`config.mk`:
```
export PLATFORM = sky130hd
export DESIGN_NAME = fwd_stage_buf_flat
export DESIGN_NICKNAME = d
export VERILOG_FILES = /design/src/rtl/fwd_stage_buf_if.sv /design/src/rtl/fwd_stage_buf.sv /design/src/flat_wrapper.sv
export SDC_FILE = /design/constraint.sdc
export NUM_CORES = 1
export LEC_CHECK = 0
export ABC_AREA = 1
export CELL_PAD_IN_SITES_DETAIL_PLACEMENT = 0
export CELL_PAD_IN_SITES_GLOBAL_PLACEMENT = 2
export CORE_MARGIN = 10
export CORE_UTILIZATION = 41
export DETAILED_ROUTE_END_ITERATION = 10
export PLACE_DENSITY_LB_ADDON = 0.1
export SLEW_MARGIN = 20
export SYNTH_ARGS = -nofsm -noshare
export SYNTH_HDL_FRONTEND = slang
export SYNTH_SLANG_ARGS = --single-unit
```
`constraint.sdc`:
```
create_clock -name clk -period 5.77 [get_ports clk]
set_input_delay 0.577 -clock clk [delete_from_list [all_inputs] [get_ports clk]]
set_output_delay 0.577 -clock clk [all_outputs]
set_load 0.05 [all_outputs]
```
`src/rtl/fwd_stage_buf_if.sv`:
```
`default_nettype none
// +----------------------------------------------------------------------+
// | fwd_stage_buf_if : input, forward, local and error bundle for        |
// |                    fwd_stage_buf.                                    |
// | Rev 1.0                                                              |
// +----------------------------------------------------------------------+
interface fwd_stage_buf_if #(
  parameter int PKT_W = 16,
  parameter int CNT_W = 8
) ();
  logic             in_valid;
  logic             in_ready;
  logic [PKT_W-1:0] in_packet;
  logic             fwd_valid;
  logic             fwd_ready;
  logic [PKT_W-1:0] fwd_packet;
  logic             loc_valid;
  logic             loc_ready;
  logic [PKT_W-1:0] loc_packet;
  logic             err_pulse;
  logic [CNT_W-1:0] err_count;

  modport master (
    output in_valid, in_packet, fwd_ready, loc_ready,
    input  in_ready, fwd_valid, fwd_packet, loc_valid, loc_packet,
           err_pulse, err_count
  );

  modport slave (
    input  in_valid, in_packet, fwd_ready, loc_ready,
    output in_ready, fwd_valid, fwd_packet, loc_valid, loc_packet,
           err_pulse, err_count
  );
endinterface
`default_nettype wire

```
`src/rtl/fwd_stage_buf.sv`:
```
`default_nettype none
// +----------------------------------------------------------------------+
// | fwd_stage_buf : single-axis forwarding stage with per-output FWFT    |
// |                 FIFOs and saturating drop accounting.                |
// | Rev 1.0                                                              |
// +----------------------------------------------------------------------+
module fwd_stage_buf #(
  parameter int PKT_W      = 16,
  parameter int OFF_LSB    = 4,
  parameter int OFF_W      = 4,
  parameter int DIR_POS    = 1,
  parameter int FIFO_DEPTH = 4,
  parameter int CNT_W      = 8
) (
  input  logic           clk,
  input  logic           rst_n,
  fwd_stage_buf_if.slave io_bus
);
  localparam int                 c_PTR_W   = $clog2(FIFO_DEPTH);
  localparam int                 c_OCC_W   = $clog2(FIFO_DEPTH) + 1;
  localparam logic [c_OCC_W-1:0] c_FULL    = c_OCC_W'(FIFO_DEPTH);
  localparam logic [CNT_W-1:0]   c_ERR_MAX = '1;

  logic [OFF_W-1:0] w_off;
  logic [OFF_W-1:0] w_off_next;
  logic             w_off_neg;
  logic             w_is_zero;
  logic             w_is_fwd;
  logic             w_accept;
  logic             w_drop;
  logic [PKT_W-1:0] w_fwd_pkt;

  // Channel 0 is the forward FIFO, channel 1 the local FIFO.
  logic             w_push  [2];
  logic             w_pop   [2];
  logic             w_ready [2];
  logic             w_full  [2];
  logic             w_valid [2];
  logic [PKT_W-1:0] w_din   [2];
  logic [PKT_W-1:0] w_head  [2];

  logic             r_err_pulse;
  logic [CNT_W-1:0] r_err_count;

  assign w_off     = io_bus.in_packet[OFF_LSB +: OFF_W];
  assign w_off_neg = w_off[OFF_W-1];
  assign w_is_zero = (w_off == '0);
  assign w_is_fwd  = (DIR_POS != 0) ? (!w_off_neg && !w_is_zero) : w_off_neg;
  assign w_off_next = (DIR_POS != 0) ? (w_off - 1'b1) : (w_off + 1'b1);

  always_comb begin
    w_fwd_pkt                    = io_bus.in_packet;
    w_fwd_pkt[OFF_LSB +: OFF_W]  = w_off_next;
  end

  // Acceptance ignores the packet contents and any same-cycle pop.
  assign io_bus.in_ready = !w_full[0] && !w_full[1];
  assign w_accept        = io_bus.in_valid && io_bus.in_ready;
  assign w_drop          = w_accept && !w_is_zero && !w_is_fwd;

  assign w_push[0]  = w_accept && w_is_fwd;
  assign w_push[1]  = w_accept && w_is_zero;
  assign w_din[0]   = w_fwd_pkt;
  assign w_din[1]   = io_bus.in_packet;
  assign w_ready[0] = io_bus.fwd_ready;
  assign w_ready[1] = io_bus.loc_ready;

  for (genvar g = 0; g < 2; g++) begin : g_fifo
    logic [PKT_W-1:0]   r_mem [FIFO_DEPTH];
    logic [c_PTR_W-1:0] r_wptr;
    logic [c_PTR_W-1:0] r_rptr;
    logic [c_OCC_W-1:0] r_count;

    always_ff @(posedge clk) begin
      if (w_push[g]) begin
        r_mem[r_wptr] <= w_din[g];
      end
    end

    // Power-of-two depth lets the pointers wrap by natural overflow.
    always_ff @(posedge clk or negedge rst_n) begin
      if (!rst_n) begin
        r_wptr  <= '0;
        r_rptr  <= '0;
        r_count <= '0;
      end else begin
        if (w_push[g]) begin
          r_wptr <= r_wptr + 1'b1;
        end
        if (w_pop[g]) begin
          r_rptr <= r_rptr + 1'b1;
        end
        case ({w_push[g], w_pop[g]})
          2'b10:   r_count <= r_count + 1'b1;
          2'b01:   r_count <= r_count - 1'b1;
          default: r_count <= r_count;
        endcase
      end
    end

    assign w_valid[g] = (r_count != '0);
    assign w_full[g]  = (r_count == c_FULL);
    assign w_pop[g]   = w_valid[g] && w_ready[g];
    // Head reads as zero while empty so the reset value needs no memory reset.
    assign w_head[g]  = w_valid[g] ? r_mem[r_rptr] : '0;
  end

  always_ff @(posedge clk or negedge rst_n) begin
    if (!rst_n) begin
      r_err_pulse <= 1'b0;
      r_err_count <= '0;
    end else begin
      r_err_pulse <= w_drop;
      if (w_drop && (r_err_count != c_ERR_MAX)) begin
        r_err_count <= r_err_count + 1'b1;
      end
    end
  end

  assign io_bus.fwd_valid  = w_valid[0];
  assign io_bus.fwd_packet = w_head[0];
  assign io_bus.loc_valid  = w_valid[1];
  assign io_bus.loc_packet = w_head[1];
  assign io_bus.err_pulse  = r_err_pulse;
  assign io_bus.err_count  = r_err_count;
endmodule
`default_nettype wire

```
`src/flat_wrapper.sv`:
```
// flat-port wrapper written by rule: the top's interface ports become plain ports
module fwd_stage_buf_flat 
#(
  parameter int PKT_W      = 16,
  parameter int OFF_LSB    = 4,
  parameter int OFF_W      = 4,
  parameter int DIR_POS    = 1,
  parameter int FIFO_DEPTH = 4,
  parameter int CNT_W      = 8
)
  (clk, rst_n, io_bus_in_valid, io_bus_in_packet, io_bus_fwd_ready, io_bus_loc_ready, io_bus_in_ready, io_bus_fwd_valid, io_bus_fwd_packet, io_bus_loc_valid, io_bus_loc_packet, io_bus_err_pulse, io_bus_err_count);
  fwd_stage_buf_if #(.PKT_W(PKT_W), .CNT_W(CNT_W)) io_bus_i ();
  input  logic clk;
  input  logic rst_n;
  input wire logic [$bits(io_bus_i.in_valid)-1:0] io_bus_in_valid;
  input wire logic [$bits(io_bus_i.in_packet)-1:0] io_bus_in_packet;
  input wire logic [$bits(io_bus_i.fwd_ready)-1:0] io_bus_fwd_ready;
  input wire logic [$bits(io_bus_i.loc_ready)-1:0] io_bus_loc_ready;
  output wire logic [$bits(io_bus_i.in_ready)-1:0] io_bus_in_ready;
  output wire logic [$bits(io_bus_i.fwd_valid)-1:0] io_bus_fwd_valid;
  output wire logic [$bits(io_bus_i.fwd_packet)-1:0] io_bus_fwd_packet;
  output wire logic [$bits(io_bus_i.loc_valid)-1:0] io_bus_loc_valid;
  output wire logic [$bits(io_bus_i.loc_packet)-1:0] io_bus_loc_packet;
  output wire logic [$bits(io_bus_i.err_pulse)-1:0] io_bus_err_pulse;
  output wire logic [$bits(io_bus_i.err_count)-1:0] io_bus_err_count;
  assign io_bus_i.in_valid = io_bus_in_valid;
  assign io_bus_i.in_packet = io_bus_in_packet;
  assign io_bus_i.fwd_ready = io_bus_fwd_ready;
  assign io_bus_i.loc_ready = io_bus_loc_ready;
  assign io_bus_in_ready = io_bus_i.in_ready;
  assign io_bus_fwd_valid = io_bus_i.fwd_valid;
  assign io_bus_fwd_packet = io_bus_i.fwd_packet;
  assign io_bus_loc_valid = io_bus_i.loc_valid;
  assign io_bus_loc_packet = io_bus_i.loc_packet;
  assign io_bus_err_pulse = io_bus_i.err_pulse;
  assign io_bus_err_count = io_bus_i.err_count;
  fwd_stage_buf #(.PKT_W(PKT_W), .OFF_LSB(OFF_LSB), .OFF_W(OFF_W), .DIR_POS(DIR_POS), .FIFO_DEPTH(FIFO_DEPTH), .CNT_W(CNT_W)) u_core (.clk(clk), .rst_n(rst_n), .io_bus(io_bus_i));
endmodule
```
# Yosys cells after proc, flatten, opt, wreduce, memory -nomap -nowiden
# Memories as Yosys holds them, arrays and structs flattened.
# Cells that the tools add are included.
[totals]
ram_bits = 128
out_inout_bits = 44
ff_bits = 23
in_bits = 21
n_memories = 2
[op_classes]
eq_ne = 7
add_sub_neg = 10
reduce_logical = 20
mux = 8
[mem_list]
columns = ["memory", "depth", "word_bits", "read_ports", "rd_clocked_by_memory_dff", "wr", "line", "rtl"]
rows = [
  ["u_core.g_fifo[0].r_mem", 4, 16, 1, 0, 1, "fwd_stage_buf.sv:69", "logic [PKT_W-1:0] r_mem [FIFO_DEPTH];"],
  ["u_core.g_fifo[1].r_mem", 4, 16, 1, 0, 1, "fwd_stage_buf.sv:69", ""],
]
[ops]
columns = ["cell", "n"]
rows = [
  ["2-to-1 mux 16 bit", 2],
  ["case mux 3 bit (2 select lines)", 2],
  ["logical AND 1 bit", 10],
  ["adder 2 x 1 -> 2 bit (second input constant)", 4],
  ["adder 8 x 1 -> 8 bit (second input constant)", 1],
  ["!= test 8 bit (second input constant)", 1],
  ["adder 3 x 1 -> 3 bit (second input constant)", 2],
  ["== test 3 bit (second input constant)", 2],
  ["nonzero test 3 bit", 2],
  ["subtractor 3 x 1 -> 3 bit (second input constant)", 2],
  ["zero test 1 bit", 5],
  ["== test 2 x 1 -> 1 bit (second input constant)", 2],
  ["== test 2 bit (second input constant)", 2],
  ["zero test 4 bit", 1],
  ["2-to-1 mux 1 bit", 4],
  ["nonzero test 2 bit", 2],
  ["subtractor 4 x 1 -> 4 bit (second input constant)", 1],
]

# Logic depth before layout (Yosys ltp)
[logic_depth]
ltp_word = 7
mapped_depth = 11
ltp_nobuf = 11

# Worst setup path before layout
# No wires, ideal clock.
[synth_timing]
kind = "input to register"
start = "input io_bus_in_packet[4]"
end = "memory u_core.g_fifo[0].r_mem[0][0] (enable)"
setup_slack_ps = 3367
required_time_ps = 5381
arrival_ps = 2015
stages = 6
setup_time_ps = 389
n_path_buf = 0
path_cell_list = "inv_1 ha_1 nor3b_2 nor2_1 nand2_2 nor2_1"
[synth_between]
elab_chain_len = 6
[synth_lines]
columns = ["item", "line", "rtl"]
rows = [
  ["start: declaration", "flat_wrapper.sv:16", "input wire logic [$bits(io_bus_i.in_packet)-1:0] io_bus_in_packet;"],
  ["zero test 4 bit", "fwd_stage_buf.sv:47", "assign w_is_zero = (w_off == '0);"],
  ["zero test 1 bit", "fwd_stage_buf.sv:48", "assign w_is_fwd = (DIR_POS != 0) ? (!w_off_neg && !w_is_zero) : w_off_neg;"],
  ["logical AND 1 bit", "fwd_stage_buf.sv:48", ""],
  ["logical AND 1 bit", "fwd_stage_buf.sv:61", "assign w_push[0] = w_accept && w_is_fwd;"],
  ["2-to-1 mux 1 bit", "fwd_stage_buf.sv:75", "if (w_push[g]) begin"],
  ["2-to-1 mux 1 bit (implied by the code)", "fwd_stage_buf.sv:76", "r_mem[r_wptr] <= w_din[g];"],
  ["end: declaration", "fwd_stage_buf.sv:69", ""],
]
# Every way passes these cells.

# Worst setup path in the final report
[layout_timing]
start = "register u_core.g_fifo[0].r_rptr[1]"
end = "output io_bus_fwd_packet[4]"
[layout_between]
elab_chain_len = 2
[layout_lines]
columns = ["item", "line", "rtl"]
rows = [
  ["start: declaration", "fwd_stage_buf.sv:71", "logic [c_PTR_W-1:0] r_rptr;"],
  ["start signal: assignment", "fwd_stage_buf.sv:91", "r_rptr <= r_rptr + 1'b1;"],
  ["memory read (4 x 16 bit)", "--", ""],
  ["2-to-1 mux 16 bit", "fwd_stage_buf.sv:105", "assign w_head[g] = w_valid[g] ? r_mem[r_rptr] : '0;"],
  ["end: declaration", "flat_wrapper.sv:21", "output wire logic [$bits(io_bus_i.fwd_packet)-1:0] io_bus_fwd_packet;"],
]
# Every way passes these cells.

==> Implementation_results.wiki <==
{| class="wikitable"
! Metric !! Value
|-
| Top-level port count || between 60 and 70
|-
| Arrival time of the worst setup path || 2930 ps
|-
| Total CTS buffers || 17
|-
| Part of the power in combinational logic || about 45%
|-
| Final count of negative-setup-slack endpoints || 0
|-
| Clock-pin transition on the worst setup and hold timing paths || ~60 ps
|-
| Max Cap Violations || 0
|-
| Most area-hungry cell type in the Yosys netlist || edfxtp_1
|-
| Post-Route Setup TNS || 0 ps
|-
| Final core utilization || 51.48%
|-
| Post-cts repair resize count || 0
|-
| Total grt overflow || 0
|-
| Antenna Nets Post-Route || 0
|-
| Hold Vio Cnt, Final || 0
|-
| R2R depth || 6
|-
| Area contributors post-synth || edfxtp_1 60%, dfrtp_1 9.0%, nor2_1 8.4%
|-
| Number of iterations in the first detailed-routing pass || 4
|-
| Die Outline Area || 21060 µm²
|-
| Pin count of the biggest net entering global routing || 33
|-
| FF-to-FF setup slack || 3370 ps
|-
| Switch share || between 40% and 50%
|-
| Worst Hold Slack || approximately 140 ps
|-
| Total power density per cell area || ~600 nW/µm²
|-
| Synthesis-to-layout area growth || 22.38%
|-
| Max Slew Vio Count || 0
|-
| Number of design rule violations left after detail routing || 0
|-
| Part of the power in the clock network || about 23%
|-
| Clock root buffer || clkbuf_16
|-
| R2R Path Start || u_core.g_fifo[0].r_count[0]
|-
| Post-layout nets || 660
|-
| Worst path setup slack after routing || ~2300 ps
|-
| Non-Filler Cell Area, Final || 7855 µm²
|-
| Clock latency at the later pin of the worst-skew pair || about 420 ps
|-
| Global-route wire length before repair || about 23000 µm
|-
| Maximum clock frequency || about 290 MHz
|-
| Total placed cells including tap cells || 817
|-
| Final critical-path share of the clock period || about 61%
|-
| Register area share after synthesis || about 69%
|-
| RSZ-0062 raised after global routing || no
|-
| CTS Buffer Depth || 2
|-
| 1st-iter DRT viols || 162
|-
| Number of different library cells in the post-synthesis netlist || 25
|-
| End of the worst register-to-register path || u_core.g_fifo[0].r_count[1]
|-
| HPWL after DPL || just over 9000 µm
|-
| Layout cells sized above 1 || 8.621%
|-
| Vias in the first global route || between 4000 and 5000
|-
| Total Routing Usage GR || between 10% and 20%
|-
| Fillcell total || about 1400
|-
| Time the worst path needs with I/O delays and setup || between 3000 and 4000 ps
|-
| CP Launch Type || flop
|-
| Switching power || 1.998 mW
|-
| Syn Inst Count || ~560
|-
| Data required time of the critical path || between 5000 and 6000 ps
|-
| Result of the run || finished clean
|-
| Sequential power share || a little under a third
|-
| Number of clock sinks || between 150 and 200
|-
| Final Routed Wirelength || between 10000 and 15000 µm
|-
| Max-slew headroom at the worst pin || between 30 and 40%
|-
| Clock tree from TritonCTS || yes
|-
| Standard-cell rows || 45
|-
| Leakage power summed over all cells || about 2.9 nW
|-
| Kind of path behind the tightest hold check || input pin to async pin
|-
| Setup Slack @ Placement || approximately 2500 ps
|-
| Placed cell areas || 7288 µm²
|-
| Capturing element type of the critical path || output port
|-
| Area of the core || 15260 µm²
|-
| Height of the die || roughly 150 µm
|-
| Flop and latch count out of synthesis || between 150 and 200
|-
| Via density per instance || just under 5
|-
| Port Buf Inserts || 64
|-
| Total via count after detailed routing || roughly 4200
|-
| Yosys warning count || 0
|-
| Syn_nets || 590
|-
| Leading cell type in the layout, fill and taps excluded || nor2_1
|-
| Total power || 4.629 mW
|-
| Post-Synthesis Cell Area || 6419 µm²
|-
| Initial antenna violation count || 0
|-
| Htree depth || 4
|-
| Post-cts hold buffer count || 0
|-
| Layout Cells excl Fill || ~850
|-
| Final weighted congestion of routability-driven global placement || around 0.74
|-
| Chip width || approximately 150 µm
|-
| Area share of the largest cell type after synthesis || roughly 60%
|-
| Biggest fanout along the worst timing path || 17
|-
| Syn_area_per_cell || 11.57 µm²
|-
| Transition at the pin with the smallest max-transition slack || around 950 ps
|-
| Int Pwr || approximately 2.6 mW
|-
| CP Class || flop to output port
|-
| Largest vdd supply drop || 0.2587 mV
|-
| Post-CTS Setup Repair Bufs || 0
|-
| Setup Skew || 7.325 ps
|-
| Drt wl/cell || between 15 and 20 µm
|-
| Starting density of the core || between 40 and 50%
|-
| Most frequent cells in the layout || 143 x nor2_1, 128 x edfxtp_1, 63 x clkdlybuf4s50_1, 61 x o21ai_0, 41 x nand2_1
|-
| ANT cells || 0
|}
power by group through the flow:
stage	combinational [mW]	sequential, mW	clock [mW]
CTS	2.14	1.47	1.09
detailed placement	2.13	1.49	0
global placement	2.12	1.49	0
finish	2.10	1.46	1.06
floorplan	1.50	1.45	0
global route	2.28	1.49	1.15
cell usage after synthesis:
cell type  number
nor3_4          2
xor2_1          8
fa_1            2
o21ai_1         8
nand3_1        16
a21oi_1        34
buf_1           2
nand2_1        41
inv_2           6
nor3_1          1
inv_1          31
edfxtp_1      128
clkbuf_1        6
o21ai_0        61
xnor2_1         5
buf_2          14
ha_1           12
nand3_4         2
nand2_2         3
nor2_1        144
nor2_8          1
dfrtp_1        23
nor2_4          2
nand3_2         2
nor3b_2         1
cells by family after synthesis:
group	share of synthesized area [%]
XOR/XNOR	1.774
AO/OA/AOI/OAI	8.031
buffers and inverters	3.723
AND/OR/NAND/NOR	14.66
adder cells (fa/ha/maj)	2.963
flip-flops	68.85
critical path: stages, from the launching register on:
cell and delay [ps]:
dfrtp_1 770, inv_2 350, nor2_1 160, o21ai_0 90
a21oi_1 260, clkdlybuf4s50_1 870
metal layers:
metal,GRT usage [%],vias to the layer above,wire (µm)
met5,0,-,0
met4,5.207,0,293
met3,4.719,19,720
met2,22.83,82,7085
met1,17.27,2037,6406
li1,-,2036,-
registers in the layout, summed over array words and instances (netlist names):
name and count:
u_core.g_fifo.r_wptr 4, u_core.g_fifo.r_rptr 4, u_core.io_bus.err_pulse 1, u_core.g_fifo.r_mem 128, u_core.g_fifo.r_count 6, u_core.io_bus.err_count 8
layout make-up:
class	count	area [µm²]	share of cell area, %
sequential	151	4419	56.26
multi-input combinational	345	1763	22.44
timing repair buffer	73	703.2	8.952
clock buffer	17	425.4	5.416
tap	211	264.0	3.361
clock inverter	15	141.4	1.800
inverter	37	138.9	1.768
worst max path at each step:
| stage | to | slack (ps) | cells after the start | from |
|---|---|---|---|---|
| finish | io_bus_fwd_packet[4] | 2260 | 5 | u_core.g_fifo[0].r_rptr[1] |
| global route | io_bus_fwd_packet[0] | 2050 | 5 | u_core.g_fifo[0].r_rptr[1] |
| floorplan | u_core.g_fifo[0].r_mem[0][0] | 3370 | 6 | io_bus_in_packet[4] |
| global placement | u_core.g_fifo[0].r_mem[3][11] | 2580 | 7 | io_bus_in_packet[4] |
| CTS | io_bus_fwd_packet[0] | 2170 | 5 | u_core.g_fifo[0].r_rptr[1] |
| detailed placement | u_core.g_fifo[0].r_mem[3][12] | 2490 | 7 | io_bus_in_packet[4] |
(Power assumes the default switching activity.)
